<file path="src/rtl/online_ccm_serial.sv">
// Digit-serial online multiplier by a constant: Y = C*X on borrow-save digits, MSD first.
// The output lags the input by DELTA digits, and the residual stays bounded for any legal COEF.
module online_ccm_serial #(
    parameter int unsigned   N     = 8,
    parameter int unsigned   CW    = 4,
    parameter logic [CW-1:0] COEF  = 4'b0110,
    parameter int unsigned   DELTA = 2
) (
    input  logic       clk,
    input  logic       rst,
    input  logic       start,
    input  logic       in_valid,
    output logic       in_ready,
    input  logic [1:0] x_in,
    output logic       out_valid,
    input  logic       out_ready,
    output logic [1:0] y_out,
    output logic       busy,
    output logic       done
);

    localparam int unsigned WW      = CW + DELTA + 3;
    localparam int unsigned FW      = CW + DELTA - 1;
    localparam int unsigned CNTW    = $clog2(N + DELTA + 1);
    localparam int unsigned RUN_LEN = N - DELTA;

    localparam logic signed [WW-1:0] ONE  = WW'(1) << FW;
    localparam logic signed [WW-1:0] HALF = WW'(1) << (FW - 1);

    localparam logic [2:0] S_IDLE  = 3'd0;
    localparam logic [2:0] S_FILL  = 3'd1;
    localparam logic [2:0] S_RUN   = 3'd2;
    localparam logic [2:0] S_FLUSH = 3'd3;
    localparam logic [2:0] S_DONE  = 3'd4;

    logic [2:0]           state, state_d;
    logic signed [WW-1:0] w_q, w_d;
    logic [CNTW-1:0]      cnt_q, cnt_d;
    logic [1:0]           y_q, y_d;

    logic signed [WW-1:0] coef_ext, term, v, w_sel;
    logic [1:0]           x_eff, digit;

    // The residual carries FW fraction bits, so C*x*2^-DELTA is exactly COEF*x in residual LSBs.
    assign coef_ext = {{(WW-CW){COEF[CW-1]}}, COEF};

    // One recurrence step: v = 2w + C*x*2^-DELTA, then digit selection at +/-1/2.
    always_comb begin
        term  = '0;
        digit = 2'b00;
        x_eff = (state == S_FLUSH) ? 2'b00 : x_in;
        unique case (x_eff)
            2'b10:   term = coef_ext;
            2'b01:   term = -coef_ext;
            default: term = '0;
        endcase
        v = (w_q <<< 1) + term;
        if (v >= HALF) begin
            digit = 2'b10;
            w_sel = v - ONE;
        end else if (v < -HALF) begin
            digit = 2'b01;
            w_sel = v + ONE;
        end else begin
            digit = 2'b00;
            w_sel = v;
        end
    end

    // The current digit is visible while it is offered; otherwise the last transferred digit is held.
    assign y_out = out_valid ? digit : y_q;

    always_ff @(posedge clk) begin
        if (rst) begin
            state <= S_IDLE;
            w_q   <= '0;
            cnt_q <= '0;
            y_q   <= 2'b00;
        end else begin
            state <= state_d;
            w_q   <= w_d;
            cnt_q <= cnt_d;
            y_q   <= y_d;
        end
    end

    // Next state, datapath enables and handshake outputs.
    always_comb begin
        state_d   = state;
        w_d       = w_q;
        cnt_d     = cnt_q;
        y_d       = y_q;
        in_ready  = 1'b0;
        out_valid = 1'b0;
        busy      = 1'b0;
        done      = 1'b0;
        unique case (state)
            S_IDLE: begin
                if (start) begin
                    w_d     = '0;
                    cnt_d   = '0;
                    y_d     = 2'b00;
                    state_d = S_FILL;
                end
            end
            S_FILL: begin
                busy     = 1'b1;
                in_ready = 1'b1;
                // Leading digits only accumulate: no selection until DELTA digits are in.
                if (in_valid) begin
                    w_d   = v;
                    cnt_d = cnt_q + CNTW'(1);
                    if (cnt_q == CNTW'(DELTA - 1)) begin
                        cnt_d   = '0;
                        state_d = (RUN_LEN == 0) ? S_FLUSH : S_RUN;
                    end
                end
            end
            S_RUN: begin
                busy      = 1'b1;
                in_ready  = out_ready;
                out_valid = in_valid;
                if (in_valid && out_ready) begin
                    w_d   = w_sel;
                    y_d   = digit;
                    cnt_d = cnt_q + CNTW'(1);
                    if (cnt_q == CNTW'(RUN_LEN - 1)) begin
                        state_d = S_FLUSH;
                    end
                end
            end
            S_FLUSH: begin
                busy      = 1'b1;
                out_valid = 1'b1;
                if (out_ready) begin
                    w_d   = w_sel;
                    y_d   = digit;
                    cnt_d = cnt_q + CNTW'(1);
                    if (cnt_q == CNTW'(N - 1)) begin
                        state_d = S_DONE;
                    end
                end
            end
            S_DONE: begin
                done    = 1'b1;
                state_d = S_IDLE;
            end
            default: state_d = S_IDLE;
        endcase
    end

endmodule

</file>
<file path="config.mk">
export PLATFORM = sky130hd
export DESIGN_NAME = online_ccm_serial
export DESIGN_NICKNAME = d
export VERILOG_FILES = /design/src/rtl/online_ccm_serial.sv
export SDC_FILE = /design/constraint.sdc
export NUM_CORES = 1
export LEC_CHECK = 0
export CAP_MARGIN = 20
export CORE_MARGIN = 2
export CORE_UTILIZATION = 35
export DETAILED_ROUTE_END_ITERATION = 12
export SLEW_MARGIN = 30
export SYNTH_ARGS = -nofsm -noshare
export SYNTH_HDL_FRONTEND = slang
export SYNTH_SLANG_ARGS = --single-unit
</file>
<file path="constraint.sdc">
create_clock -name clk -period 3.7 [get_ports clk]
set_input_delay 0.74 -clock clk [delete_from_list [all_inputs] [get_ports clk]]
set_output_delay 0.74 -clock clk [all_outputs]
set_load 0.005 [all_outputs]
</file>
==> summary.md, run 1 <==
| Metric | Value |
|---|---|
| Register area | `roughly 320 um2` |
| CTS tree | `yes` |
| HP Start | `y_q[1]` |
| Avg Inst Size Synth | `just under 8 um2` |
| Sw Pwr | `0.000407 W` |
| Overflow after GRT | `0` |
| RSZ-0062 raised after global routing | `true` |
| DRC viols | `0` |
| Hold Fails Final Rpt | `0` |
| Commonest non-fill, non-tap cells in the layout | `buf_4, nor2_1, dfxtp_1` |
| DR vias | `1513` |
| Routed Antenna Nets | `0` |
| Filler instances | `approximately 330` |
| Reg-to-Reg Start | `state[1]` |
| Most common cell after layout, fill and taps aside | `buf_4` |
| Initial antenna violation count | `0` |
| Post-synth EDFFs | `0` |
| Design Area, Final | `2160 um2` |
| Multi-input logic area | `1160 um2` |
| CTS Buf Count | `3` |
| Switching Share | `between 30% and 40%` |
| Post-place setup slack | `-0.875 ns` |
| Drt initial violations | `41` |
| Post-Route WL | `4350 um` |
| Synth Instances | `171` |
| Static leakage | `0.938 nW` |
| DR WL/cell | `15.4 um` |
| Setup-failing EPs final | `2` |
| Layout Nets | `256` |
| Post-synth net total | `between 150 and 200` |
| Total Routing Usage GR | `around a fifth` |
| Initial Util | `36.5%` |
| Die span in x | `between 60 and 70 um` |
| Status | `complete, but fails checks` |
| Clock Pin Slew Worst Setup and Hold Paths | `0.06 ns` |
| Layout cells sized above 1 | `41.7%` |
| Largest net degree at the start of global routing | `14` |
| Largest stage delay on the critical path | `about 0.43 ns` |
| Die Y | `66.0 um` |
| Max-slew violations | `0` |
| Period minus WS final | `3.85 ns` |
| First-pass GRT wire length | `7020 um` |
| Setup Skew | `about 0.0028 ns` |
| Ys Warns | `0` |
| Worst VDD drop | `274 uV` |
| H-tree levels | `1` |
| Failing checks | `setup timing` |
| Combinational share of power | `62.9%` |
| Crit share post-route | `104%` |
| Area grow syn2layout | `60.6%` |
| Die Footprint | `4360 um2` |
| Max cap viols | `0` |
| Worst setup SP type | `flop` |
| Synth Cell Area | `1350 um2` |
| Core area | `3690 um2` |
| Classification of the worst setup path | `reg -> out` |
| Clock latency on the worst-skew pair | `0.25 ns` |
| Netlist cell types | `45` |
| Post-layout util | `about three fifths` |
| Share of power burned in registers | `22.2%` |
| Slew headroom | `63.3%` |
| CP required | `2.96 ns` |
| WP buf/inv | `6` |
| Crit. Startpoint | `state[1]` |
| P_int | `0.000626 W` |
| Hold WC Path Type | `reg -> reg` |
| Placed cell area | `~1700 um2` |
| Hold WS | `0.500 ns` |
| Crit path DAT | `3.11 ns` |
| Final worst slack | `-0.145 ns` |
| CP max FO | `3` |
| Synth Register Bits | `16` |
| Clock Path Buffers | `2` |
| Worst Tran Pin Value | `0.550 ns` |
| Max Fclk | `between 200 and 300 MHz` |
| Ys async rst share | `0%` |
| HPWL Detailed | `2930 um` |
| RePlAce Congestion | `between 0.8 and 0.9` |
| I/O Buffers | `12` |
| Worst Setup End Kind | `primary output` |
| Sink Count | `16` |
| Root Buffer | `clkbuf_8` |
| Sequential element share of the synthesized area | `23.8%` |
| Synth Flop Type | `dfxtp_1` |
| Antenna diode count | `0` |
| IO Count | `13` |
| Clock Power Share | `14.8%` |
| PD cells | `478 nW/um2` |
| Slowest cell on crit path | `o41a_1` |
| Delay-heaviest family, CP | `compound AO/OA/AOI/OAI gates` |
| Vias in the first global route | `1544` |
| Core Rows | `22` |
| First drt pass iteration count | `4` |
| Via/cell ratio | `5.35` |
| Worst-path cell chain | `inv_2 -> nor2_4 -> nand2_2 -> buf_6 -> nand2_4 -> inv_2 -> ha_4 -> ha_4 -> inv_4 -> fa_2 -> nor2b_2 -> o31a_1 -> buf_4 -> o41a_1 -> nand2_2 -> nor2b_4 -> mux2_4 -> buf_6` |
[logic make-up (layout without fill, tap and decap cells)]
| family | count (synthesis) | count (layout) | synth area share (%) |
|---|---|---|---|
| AOI/OAI and AO/OA | 44 | 44 | 23.9 |
| buffers and inverters | 17 | 81 | 4.83 |
| xor gates and xnor gates | 9 | 9 | 5.85 |
| DFF | 16 | 16 | 23.8 |
| muxes | 8 | 8 | 6.23 |
| and+or+nand+nor | 64 | 64 | 22.8 |
| adders and majority gates | 13 | 13 | 12.6 |
[worst reg2reg max path: stages (launching register included)]
cell	delay (ns)
dfxtp_2	0.33
inv_2	0.05
nor2_4	0.12
nand2_2	0.08
buf_6	0.12
and2_4	0.14
ha_4	0.18
ha_1	0.28
a21o_1	0.21
buf_4	0.15
a221oi_4	0.30
xnor2_2	0.13
buf_4	0.16
buf_4	0.15
or4_1	0.50
o31ai_1	0.12
a31oi_1	0.15
a211oi_2	0.18
[timing repair]
item / in CTS / in global routing
hold buffers: 0 / 0
resized for setup: 53 / 10
buffers inserted: 16 / 5
pin swaps: 17 / 9
setup endpoints to repair: 4 / 2
[path summary, 6_finish.rpt]
kind	endpoint	slack, ns	depth (start not counted)
worst max-delay path	y_out[0]	-0.15	18
worst min-delay path	y_q[1]	0.50	2
worst min register to register	y_q[1]	0.50	2
worst max register to register	w_q[5]	0.28	17
[power groups by stage]
stage / Combinational, W / Sequential [W] / Clock, W
after floorplan: 0.000307 / 0.000222 / 0
after global placement: 0.000499 / 0.000225 / 0
after detailed placement: 0.000510 / 0.000226 / 0
after CTS: 0.000596 / 0.000227 / 0.000157
after global routing: 0.000705 / 0.000233 / 0.000165
final: 0.000651 / 0.000230 / 0.000153
[layer usage]
metal | vias to the layer above | global-route usage (%) | share of wire (%)
li1 | 743 | - | -
met4 | 0 | 5.36 | 1.4
met3 | 6 | 1.70 | 1.2
met5 | - | 0 | 0
met1 | 747 | 24.5 | 43
met2 | 17 | 40.3 | 54
[state kept, by name (all words and copies together), names as in the netlist]
signal and cells:
cnt_q 4, state 3, w_q 7, y_q 2
[area by class of cell]
cell class	count	area share, %
clock buffers	4	2.55
inverters	12	2.20
multi-input cells	138	53.5
flip-flops and latches	16	14.9
well taps	48	2.78
repair buffers	65	24.1
[stage by stage]
step	TNS [ns]	total power (W)	cells
2_1_floorplan	0	0.000529	171
3_3_place_gp	-2.24	0.000724	258
3_5_place_dp	-2.46	0.000736	258
4_1_cts	-0.112	0.000981	278
5_1_grt	-0.496	0.00110	283
6_report	-0.288	0.00103	283
[cell usage after synthesis (2+ instances only)]
cell type | count | area (um2)
a21o_1 | 3 | 22.5
a31oi_1 | 5 | 31.3
xnor2_1 | 5 | 43.8
nand2_1 | 16 | 60.1
clkbuf_1 | 4 | 15.0
nor2_1 | 21 | 78.8
or3_1 | 2 | 12.5
a21oi_1 | 9 | 45.0
o211ai_1 | 5 | 37.5
and3_1 | 2 | 12.5
a32oi_1 | 2 | 17.5
nand4_1 | 2 | 12.5
mux2_2 | 3 | 33.8
and2_1 | 6 | 37.5
nor2b_1 | 3 | 18.8
xor2_1 | 4 | 35.0
a2bb2oi_1 | 2 | 17.5
dfxtp_1 | 16 | 320
nand3_1 | 2 | 10.0
o21a_1 | 2 | 15.0
ha_1 | 12 | 150
or2_2 | 2 | 12.5
mux2i_1 | 5 | 50.1
o21ai_0 | 4 | 20.0
inv_1 | 12 | 45.0
nor3_1 | 3 | 15.0
Power figures use the tool's default switching activity.
==> run 2, diff against run 1 <==
--- a/config.mk
+++ b/config.mk
@@ -9,6 +9,7 @@
 export CORE_MARGIN = 2
 export CORE_UTILIZATION = 35
 export DETAILED_ROUTE_END_ITERATION = 12
+export GPL_ROUTABILITY_DRIVEN = 0
 export SLEW_MARGIN = 30
 export SYNTH_ARGS = -nofsm -noshare
 export SYNTH_HDL_FRONTEND = slang
==> run 2 against run 1 <==
- the run still ends with setup timing left
- register-to-register slack worse by 0.03 ns
- design area is 2.5% lower
- total power is 2.6% lower
- clock-buffer cell count stayed put
- sequential share of layout area is 0.38 points higher
- largest power group unchanged
==> summary.md, run 2 (synthesized netlist as in run 1, its figures left out) <==
| Metric | Value |
|---|---|
| Routed Antenna Nets | `0` |
| Hold_buf cts | `0` |
| Die span in x | `about 66 um` |
| IO Count | `13` |
| Max Fclk | `267 MHz` |
| Sink Count | `16` |
| Combinational share of power | `62.2%` |
| Worst setup SP type | `input pin` |
| Drt initial violations | `~70` |
| Path depth of the worst reg2reg path | `17` |
| Classification of the worst setup path | `in -> out` |
| Crit path DAT | `3.01 ns` |
| Largest Register | `w_q` |
| Slowest cell on crit path | `o41a_1` |
| CTS Buf Count | `3` |
| Clock latency on the worst-skew pair | `between 0.2 and 0.25 ns` |
| Failing checks | `setup timing` |
| Via/cell ratio | `~5.3` |
| Layout Nets | `approximately 250` |
| Hold WS | `0.491 ns` |
| R2R Setup Slk | `0.25 ns` |
| Post-place setup slack | `-0.926 ns` |
| Vias in the first global route | `1509` |
| Most common cell after layout, fill and taps aside | `buf_4` |
| Setup Skew | `0.00101 ns` |
| Die Y | `66.0 um` |
| Hold WC Path Type | `reg -> reg` |
| Antenna diode count | `0` |
| Post-layout util | `57.2%` |
| Multi-input logic area | `~1100 um2` |
| Area grow syn2layout | `56.6%` |
| Die Footprint | `around 4400 um2` |
| Largest regs | `w_q: 7 flops, cnt_q: 4 flops, state: 3 flops` |
| Largest stage delay on the critical path | `0.35 ns` |
| Commonest non-fill, non-tap cells in the layout | `buf_4, nor2_1, dfxtp_1` |
| Flip-flop count of the largest register after layout | `7` |
| Crit share post-route | `101%` |
| HP Start | `y_q[1]` |
| Sw Pwr | `0.000391 W` |
| Root Buffer | `clkbuf_8` |
| RSZ-0062 raised after global routing | `true` |
| Clock Path Buffers | `2` |
| CP max FO | `3` |
| DR vias | `1463` |
| Crit. Startpoint | `x_in[0]` |
| Largest net degree at the start of global routing | `14` |
| Max cap viols | `0` |
| Initial Util | `~36%` |
| Initial antenna violation count | `0` |
| Worst Setup End Kind | `primary output` |
| Status | `complete, but fails checks` |
| Clock Power Share | `~15%` |
| Worst VDD drop | `380 uV` |
| Static leakage | `around 0.91 nW` |
| Final worst slack | `-0.0505 ns` |
| Worst-path cell chain | `buf_6 -> and2_4 -> inv_4 -> ha_4 -> ha_4 -> inv_4 -> fa_2 -> nor2b_4 -> o31a_1 -> buf_4 -> o41a_1 -> buf_4 -> a2bb2oi_2 -> mux2_4 -> buf_6` |
| Slew headroom | `65.0%` |
| Post-Route WL | `4040 um` |
| I/O Buffers | `12` |
| H-tree levels | `1` |
| Layout cells sized above 1 | `40.0%` |
| P_int | `0.000615 W` |
| Core area | `3690 um2` |
| Filler instances | `343` |
| Setup-failing EPs final | `2` |
| Hold depth | `2` |
| First drt pass iteration count | `4` |
| Share of power burned in registers | `22.4%` |
| Period minus WS final | `between 3 and 4 ns` |
| HPWL Detailed | `2810 um` |
| DR WL/cell | `14.5 um` |
| Total Routing Usage GR | `19.9%` |
| PD cells | `477 nW/um2` |
| Worst Tran Pin Value | `0.523 ns` |
| Hold Fails Final Rpt | `0` |
| Worst hold path endpoint | `y_q[1]` |
| Core Rows | `22` |
| Reg-to-Reg Start | `state[1]` |
| Reg2Reg Capture Point | `w_q[5]` |
| Switching Share | `between 30% and 40%` |
| Clock Pin Slew Worst Setup and Hold Paths | `0.06 ns` |
| Overflow after GRT | `0` |
| First-pass GRT wire length | `6710 um` |
| DRC viols | `0` |
| CP required | `between 2 and 3 ns` |
| Max-slew violations | `0` |
| CTS tree | `yes` |
| Register area | `322 um2` |
[run 2: critical path, delay by kind of cell]
kind	cells	cell delay, ns
buf+inv	6	0.55
fa+ha+maj	3	0.54
compound gates	3	0.77
mux	1	0.17
simple gates	2	0.22
[run 2: layer usage]
layer / global-route usage [%] / wire [um] / vias to the layer above
met5: 0 / 0 / -
met2: 38.4 / 2270 / 16
met4: 5.61 / 21 / 0
met1: 22.8 / 1660 / 712
li1: - / - / 733
met3: 2.04 / 87 / 2
[run 2: layout make-up]
type | count | area share [%]
inverter | 12 | 2.37
clock buffer | 4 | 2.61
timing repair buffer | 60 | 22.7
multi-input combinational | 138 | 54.2
sequential | 16 | 15.3
tap | 48 | 2.85
[run 2: worst max-delay path by stage]
stage                    end  slack [ns]  cells after the start
floorplan           y_out[1]        0.01                     17
global placement    y_out[1]       -0.90                     16
detailed placement  y_out[1]       -0.93                     16
CTS                 y_out[1]       -0.02                     15
global route        y_out[1]       -0.13                     17
finish              y_out[1]       -0.05                     15
[run 2: power groups by stage]
stage	Sequential [W]	Clock, W	Combinational [W]
final	0.000226	0.000154	0.000626
after global routing	0.000229	0.000169	0.000690
after CTS	0.000226	0.000158	0.000595
after detailed placement	0.000226	0	0.000509
after global placement	0.000224	0	0.000497
after floorplan	0.000222	0	0.000307
[run 2: per-stage QoR]
stage                     TNS (ns)  total power [W]  cell area (um2)  cells
after floorplan                  0         0.000529             1350    171
after global placement       -2.38         0.000722             1750    258
after detailed placement     -2.54         0.000735             1750    258
after CTS                  -0.0275         0.000980             2030    272
after global routing        -0.227          0.00109             2110    278
final                      -0.0786          0.00101             2110    278
[run 2: what timing repair did]
item / 4_1_cts / 5_1_grt
pin swaps: 16 / 8
resized for setup: 53 / 8
setup endpoints to repair: 4 / 2
buffers inserted: 10 / 6
gates cloned: 0 / 0
==> variant 1: new RTL, config.mk and constraints of run 2 <==
`COEF`: 4'b0110 -> 4'b0100.
--- a/src/rtl/online_ccm_serial.sv
+++ b/src/rtl/online_ccm_serial.sv
@@ -5,3 +5,3 @@
     parameter int unsigned   CW    = 4,
-    parameter logic [CW-1:0] COEF  = 4'b0110,
+    parameter logic [CW-1:0] COEF  = 4'b0100,
     parameter int unsigned   DELTA = 2
Function: changed (a bounded check fails within 4 cycles, from zero or initial values and one cycle with rst high).
==> variant 1 against run 2 <==
  * The flow still finishes with violations (negative setup slack)
  * Power is 25% higher
  * Via count is 9.4% lower
  * Worst setup slack lost 0.094 ns
  * Fmax down 2.5%
  * Design area is 7.4% lower
  * Critical path depth fell by 1
  * Routed wire length decreased by 16%
  * Sequential cell count decreased by 1
  * Synthesized area down 1.3%
  * Largest cell class unchanged
==> variant 1: results (changes against run 2) <==
The top register by number of flip-flops is w_q. The via-per-instance ratio is 5.26 (about the same). The final setup violation count was 2 (unchanged).

The first-pass GRT wire length is 5580 um (-17%). Among cell families on the critical path, the largest total delay comes from simple AND/OR/NAND/NOR gates. In this run the worst setup path begins at x_in[0].

In the post-synthesis netlist, the biggest area contributors are sky130_fd_sc_hd__dfxtp_1, sky130_fd_sc_hd__ha_1, sky130_fd_sc_hd__nor2_1, sky130_fd_sc_hd__a21oi_1, sky130_fd_sc_hd__xor2_1. Among all stages on the critical path, the largest delay is contributed by sky130_fd_sc_hd__or3_4. The stage delay of the slowest cell on the critical path is 0.33 ns (-0.02 ns).

The final instance count without filler cells came out at 252 (-9.4%). The clock latency of the later-clocked register in the worst-skew pair came out at 0.24 ns (about the same). The total of buffers placed on input and output ports came out at 12 (unchanged). The detailed-router iteration count before antenna repair is 4 (unchanged). The slew at the pin closest to its max-slew limit is 0.530 ns (+0.00647 ns). The leakage power total came to 0.000773 uW (-15%).

The number of instances in the placed design came to 237 (-8.1%). The detailed placement HPWL came out at 2410 um (-14%). The number of nets in the finished design was 220 (-12%). The clock skew after layout is 0.000696 ns (-0.000319 ns). The combined global-route utilization of all metal layers was 16.5% (-3.4 points). The leading register cell type out of synthesis is sky130_fd_sc_hd__dfxtp_1.

The H-tree level count is 1 (unchanged). The total wire length came to 3390 um (-16%). The number of fillers in the final layout came out at 334 (-2.6%). In the final layout, the registers with the most flip-flops are w_q (6), cnt_q (4), state (3).

The checks that failed: negative setup slack. The maximum fanout encountered on the critical timing path is 7 (+4). The number of nets in the synthesized netlist came out at 179 (-6.3%). The largest voltage drop on the vdd net came out at 0.000378 V (-0.41%). The worst-case setup margin in the final layout came to -0.145 ns (-0.0942 ns). The initial antenna violation count came out at 0 (unchanged). The critical register-to-register path startpoint is state[1]$_SDFFE_PP0P_. The count of yosys warnings during synthesis is 0 (unchanged).

The first-iteration detailed-routing DRC count came to 43 (-38%). The pin count of the biggest net entering global routing is 13 (-1). The number of buffers added by the clock tree synthesis step came out at 3 (unchanged). The register clock-pin slew on the reported worst setup and hold paths is 0.06 ns (about the same). The flow ran to the end, but the final reports show violations.

The path class of the tightest hold or removal check is reg -> reg. The count of unique library cells instantiated by Yosys is 55 (+22%). The number of diodes is 0 (unchanged).

After synthesis, the most frequently instantiated cells are sky130_fd_sc_hd__nor2_1, sky130_fd_sc_hd__dfxtp_1, sky130_fd_sc_hd__a21oi_1, sky130_fd_sc_hd__nand2_1. The arrival time of data at the critical path endpoint came out at 3.10 ns (+0.09 ns). The via count of the first global-routing pass was 1,305 (-14%). The gate count of the mapped netlist came out at 164 (-4.1%). The root buffer cell chosen for the clock tree is sky130_fd_sc_hd__clkbuf_8. The share of the yosys chip area belonging to registers is 22.6% (-1.2 points). The number of buffers on the longest clock path was 2 (unchanged). The proportion of register bits with asynchronous set or reset after synthesis was 0% (unchanged). The start point of the worst min-delay path is y_q[1]$_SDFFE_PP0P_. The fraction of final layout cells sized beyond drive strength 1 is 38.2% (-1.8 points).
-- variant 1: cell families after synthesis --
logic type | after synthesis | synth area share (%)
xor gates and xnor gates | 10 | 8.00
muxes | 6 | 4.71
and+or+nand+nor | 68 | 29.1
buffers and inverters | 17 | 6.03
AOI/OAI and AO/OA | 40 | 22.0
DFF | 15 | 22.6
adders and majority gates | 8 | 7.53
-- variant 1: report_power, final --
part / switching (uW) / internal, uW / total (uW) / leakage [uW]
Sequential: 57.3 / 200 / 257 / 0.000123
Clock: 54.8 / 76.1 / 131 / 0.0000228
Combinational: 392 / 477 / 869 / 0.000627
-- variant 1: path summary, 6_finish.rpt --
check	slack, ns	depth (start not counted)	endpoint
worst max-delay path	-0.14	14	y_out[0]
worst min-delay path	0.50	2	y_q[1]$_SDFFE_PP0P_
worst max register to register	0.53	21	w_q[6]$_SDFFE_PP0P_
worst min register to register	0.50	2	y_q[1]$_SDFFE_PP0P_
-- variant 1: cell type report --
class | instances | area, um^2 | share of cell area (%)
Clock buffer | 4 | 45.0 | 2.31
Inverter | 7 | 28.8 | 1.47
Multi-Input combinational cell | 132 | 1130 | 57.9
Sequential cell | 15 | 303 | 15.5
Tap cell | 48 | 60.1 | 3.08
Timing Repair Buffer | 46 | 385 | 19.7
-- variant 1: what timing repair did --
item,4_1_cts,5_1_grt
hold endpoints to repair,0,0
gates resized for setup,37,11
pin swaps,15,9
hold buffers,0,0
buffers inserted,7,4
setup endpoints to repair,2,2
-- variant 1: per-layer routing --
layer / GRT usage [%] / up-vias / share of wire (%)
li1: - / 666 / -
met1: 19.4 / 639 / 43
met2: 30.5 / 12 / 54
met3: 1.20 / 8 / 1.0
met4: 7.03 / 0 / 2.0
met5: 0 / - / 0
-- variant 1: stage by stage --
| stage | setup WS [ns] | instance area, um^2 | setup TNS [ns] | hold WS (ns) | util, % |
|---|---|---|---|---|---|
| final | -0.145 | 1950 | -0.183 | 0.496 | 53.3 |
| after CTS | -0.196 | 1860 | -0.196 | 0.498 | 50.9 |
| after floorplan | 0.0140 | 1390 | 0 | 0.450 | - |
| after global placement | -0.773 | 1670 | -1.48 | 0.466 | 45.7 |
| after detailed placement | -0.811 | 1670 | -1.57 | 0.483 | 45.7 |
| after global routing | -0.229 | 1950 | -0.356 | 0.521 | 53.3 |
==> variant 2: new RTL, config.mk and constraints of run 2 <==
Without the edit above. Compare `cnt_q` against `CNTW'(N - 1)` with >= in place of ==.
--- a/src/rtl/online_ccm_serial.sv
+++ b/src/rtl/online_ccm_serial.sv
@@ -138,3 +138,3 @@
                     cnt_d = cnt_q + CNTW'(1);
-                    if (cnt_q == CNTW'(N - 1)) begin
+                    if (cnt_q >= CNTW'(N - 1)) begin
                         state_d = S_DONE;
Behaviour: no difference found for any inputs over 10 cycles, from zero or initial values and one cycle with rst high; that may be too few to reach the edited logic, so the function may still have changed.
==> variant 2 against run 2 <==
  * The flow still finishes with violations (negative setup slack)
  * Non-clock buffer count down 7
  * Count of clock-buffer cells in the layout unchanged
  * Design area fell by 3.3%
  * Routed wire length decreased by 3.1%
  * Synthesized cell count is 2.9% lower
  * Sequential share of layout area grew 0.46 points
  * Core utilization fell by 0.63 points
  * Power increased by 27%
  * Global-route usage is 1.4 points lower
  * Sequential cell count is the same
  * Register-to-register slack better by 0.07 ns
  * Synthesized area shrank 3.5%
  * Worst setup slack worse by 0.19 ns
  * Largest cell class unchanged
==> variant 2: results (changes against run 2) <==
The data-path buffer share of cell area in the final layout is 21.7% (-1.0 points). The largest voltage drop on the vdd net was 0.000472 V (+24%). The power attributed to combinational cells came out at 867 uW (+38%).

The final setup violation count was 2 (unchanged). The met2 usage was 33.4% (-5.0 points). The slew at the pin closest to its max-slew limit came out at 0.543 ns (+0.0201 ns). The via count of the first global-routing pass came out at 1,368 (-9.3%). The via-per-instance ratio is 5.38 (+2.3%). The detailed placement HPWL is 2620 um (-6.7%). The global routing usage on met3 came out at 2.95% (+0.91 points). The stage delay of the slowest cell on the critical path came out at 0.30 ns (-0.05 ns). The reported clock group power was 161 uW (+5%). The leakage power total is 0.000837 uW (-8.4%). The combined global-route utilization of all metal layers is 18.4% (-1.4 points). The gate count of the mapped netlist came out at 166 (-2.9%). The checks that failed: negative setup slack. The worst-case setup margin in the final layout is -0.241 ns (-0.190 ns).

The number of fillers in the final layout is 320 (-6.7%). The global-route track usage on met1 came out at 22.6% (-0.25 points). The reported sequential group power came out at 248 uW (+9.7%). The clock skew after layout is 0.00638 ns (+0.00536 ns). The arrival time of data at the critical path endpoint came out at 3.20 ns (+0.19 ns). The highest-delay cell along the critical path is sky130_fd_sc_hd__nor4_4. The clock network contribution to total cell area is 2.70% (+0.090 points). The total wire length came to 3910 um (-3.1%).

The proportion of cell area occupied by registers came out at 15.7% (+0.46 points). The run finished, with violations left. By count the netlist is led by sky130_fd_sc_hd__nor2_1, sky130_fd_sc_hd__dfxtp_1, sky130_fd_sc_hd__a21oi_1, sky130_fd_sc_hd__ha_1, sky130_fd_sc_hd__nand2_1.
[variant 2: cell types whose count changed in the layout (fill, tap and decap cells not counted), sizes merged, moves of 3 or more]
cell    before  now
a21oi        9   13
a31oi        5    1
buf         52   45
nand2       16   11
nand2b       1    5
nand3b       0    3
nor3         3    8
o211ai       5    1
[variant 2: cells by family (layout without fill, tap and decap cells)]
| family | Yosys count | after routing | synth area share [%] |
|---|---|---|---|
| adders and majority gates | 13 | 13 | 13.1 |
| and+or+nand+nor | 68 | 68 | 26.3 |
| buffers and inverters | 14 | 67 | 4.05 |
| AOI/OAI and AO/OA | 42 | 42 | 22.3 |
| xor gates and xnor gates | 7 | 7 | 4.72 |
| muxes | 6 | 6 | 4.91 |
| DFF | 16 | 16 | 24.7 |
[variant 2: final timing paths]
| kind | cells after the start | startpoint | end | slack [ns] |
|---|---|---|---|---|
| setup / recovery | 15 | x_in[0] | y_out[0] | -0.24 |
| hold / removal | 2 | y_q[1]$_SDFFE_PP0P_ | y_q[1]$_SDFFE_PP0P_ | 0.50 |
| setup reg to reg | 19 | state[2]$_SDFFE_PP0P_ | w_q[7]$_SDFFE_PP0P_ | 0.32 |
| hold reg to reg | 2 | y_q[1]$_SDFFE_PP0P_ | y_q[1]$_SDFFE_PP0P_ | 0.50 |
[variant 2: metrics by stage]
step | hold slack (ns) | cell area [um^2] | setup slack [ns] | utilization [%] | std cells
2_1_floorplan | 0.436 | 1330 | 0.0260 | - | 166
5_1_grt | 0.526 | 2040 | -0.321 | 56.5 | 267
3_3_place_gp | 0.458 | 1720 | -0.861 | 47.7 | 251
4_1_cts | 0.495 | 1980 | -0.191 | 54.9 | 264
3_5_place_dp | 0.459 | 1720 | -0.976 | 47.7 | 251
6_report | 0.497 | 2040 | -0.241 | 56.5 | 267
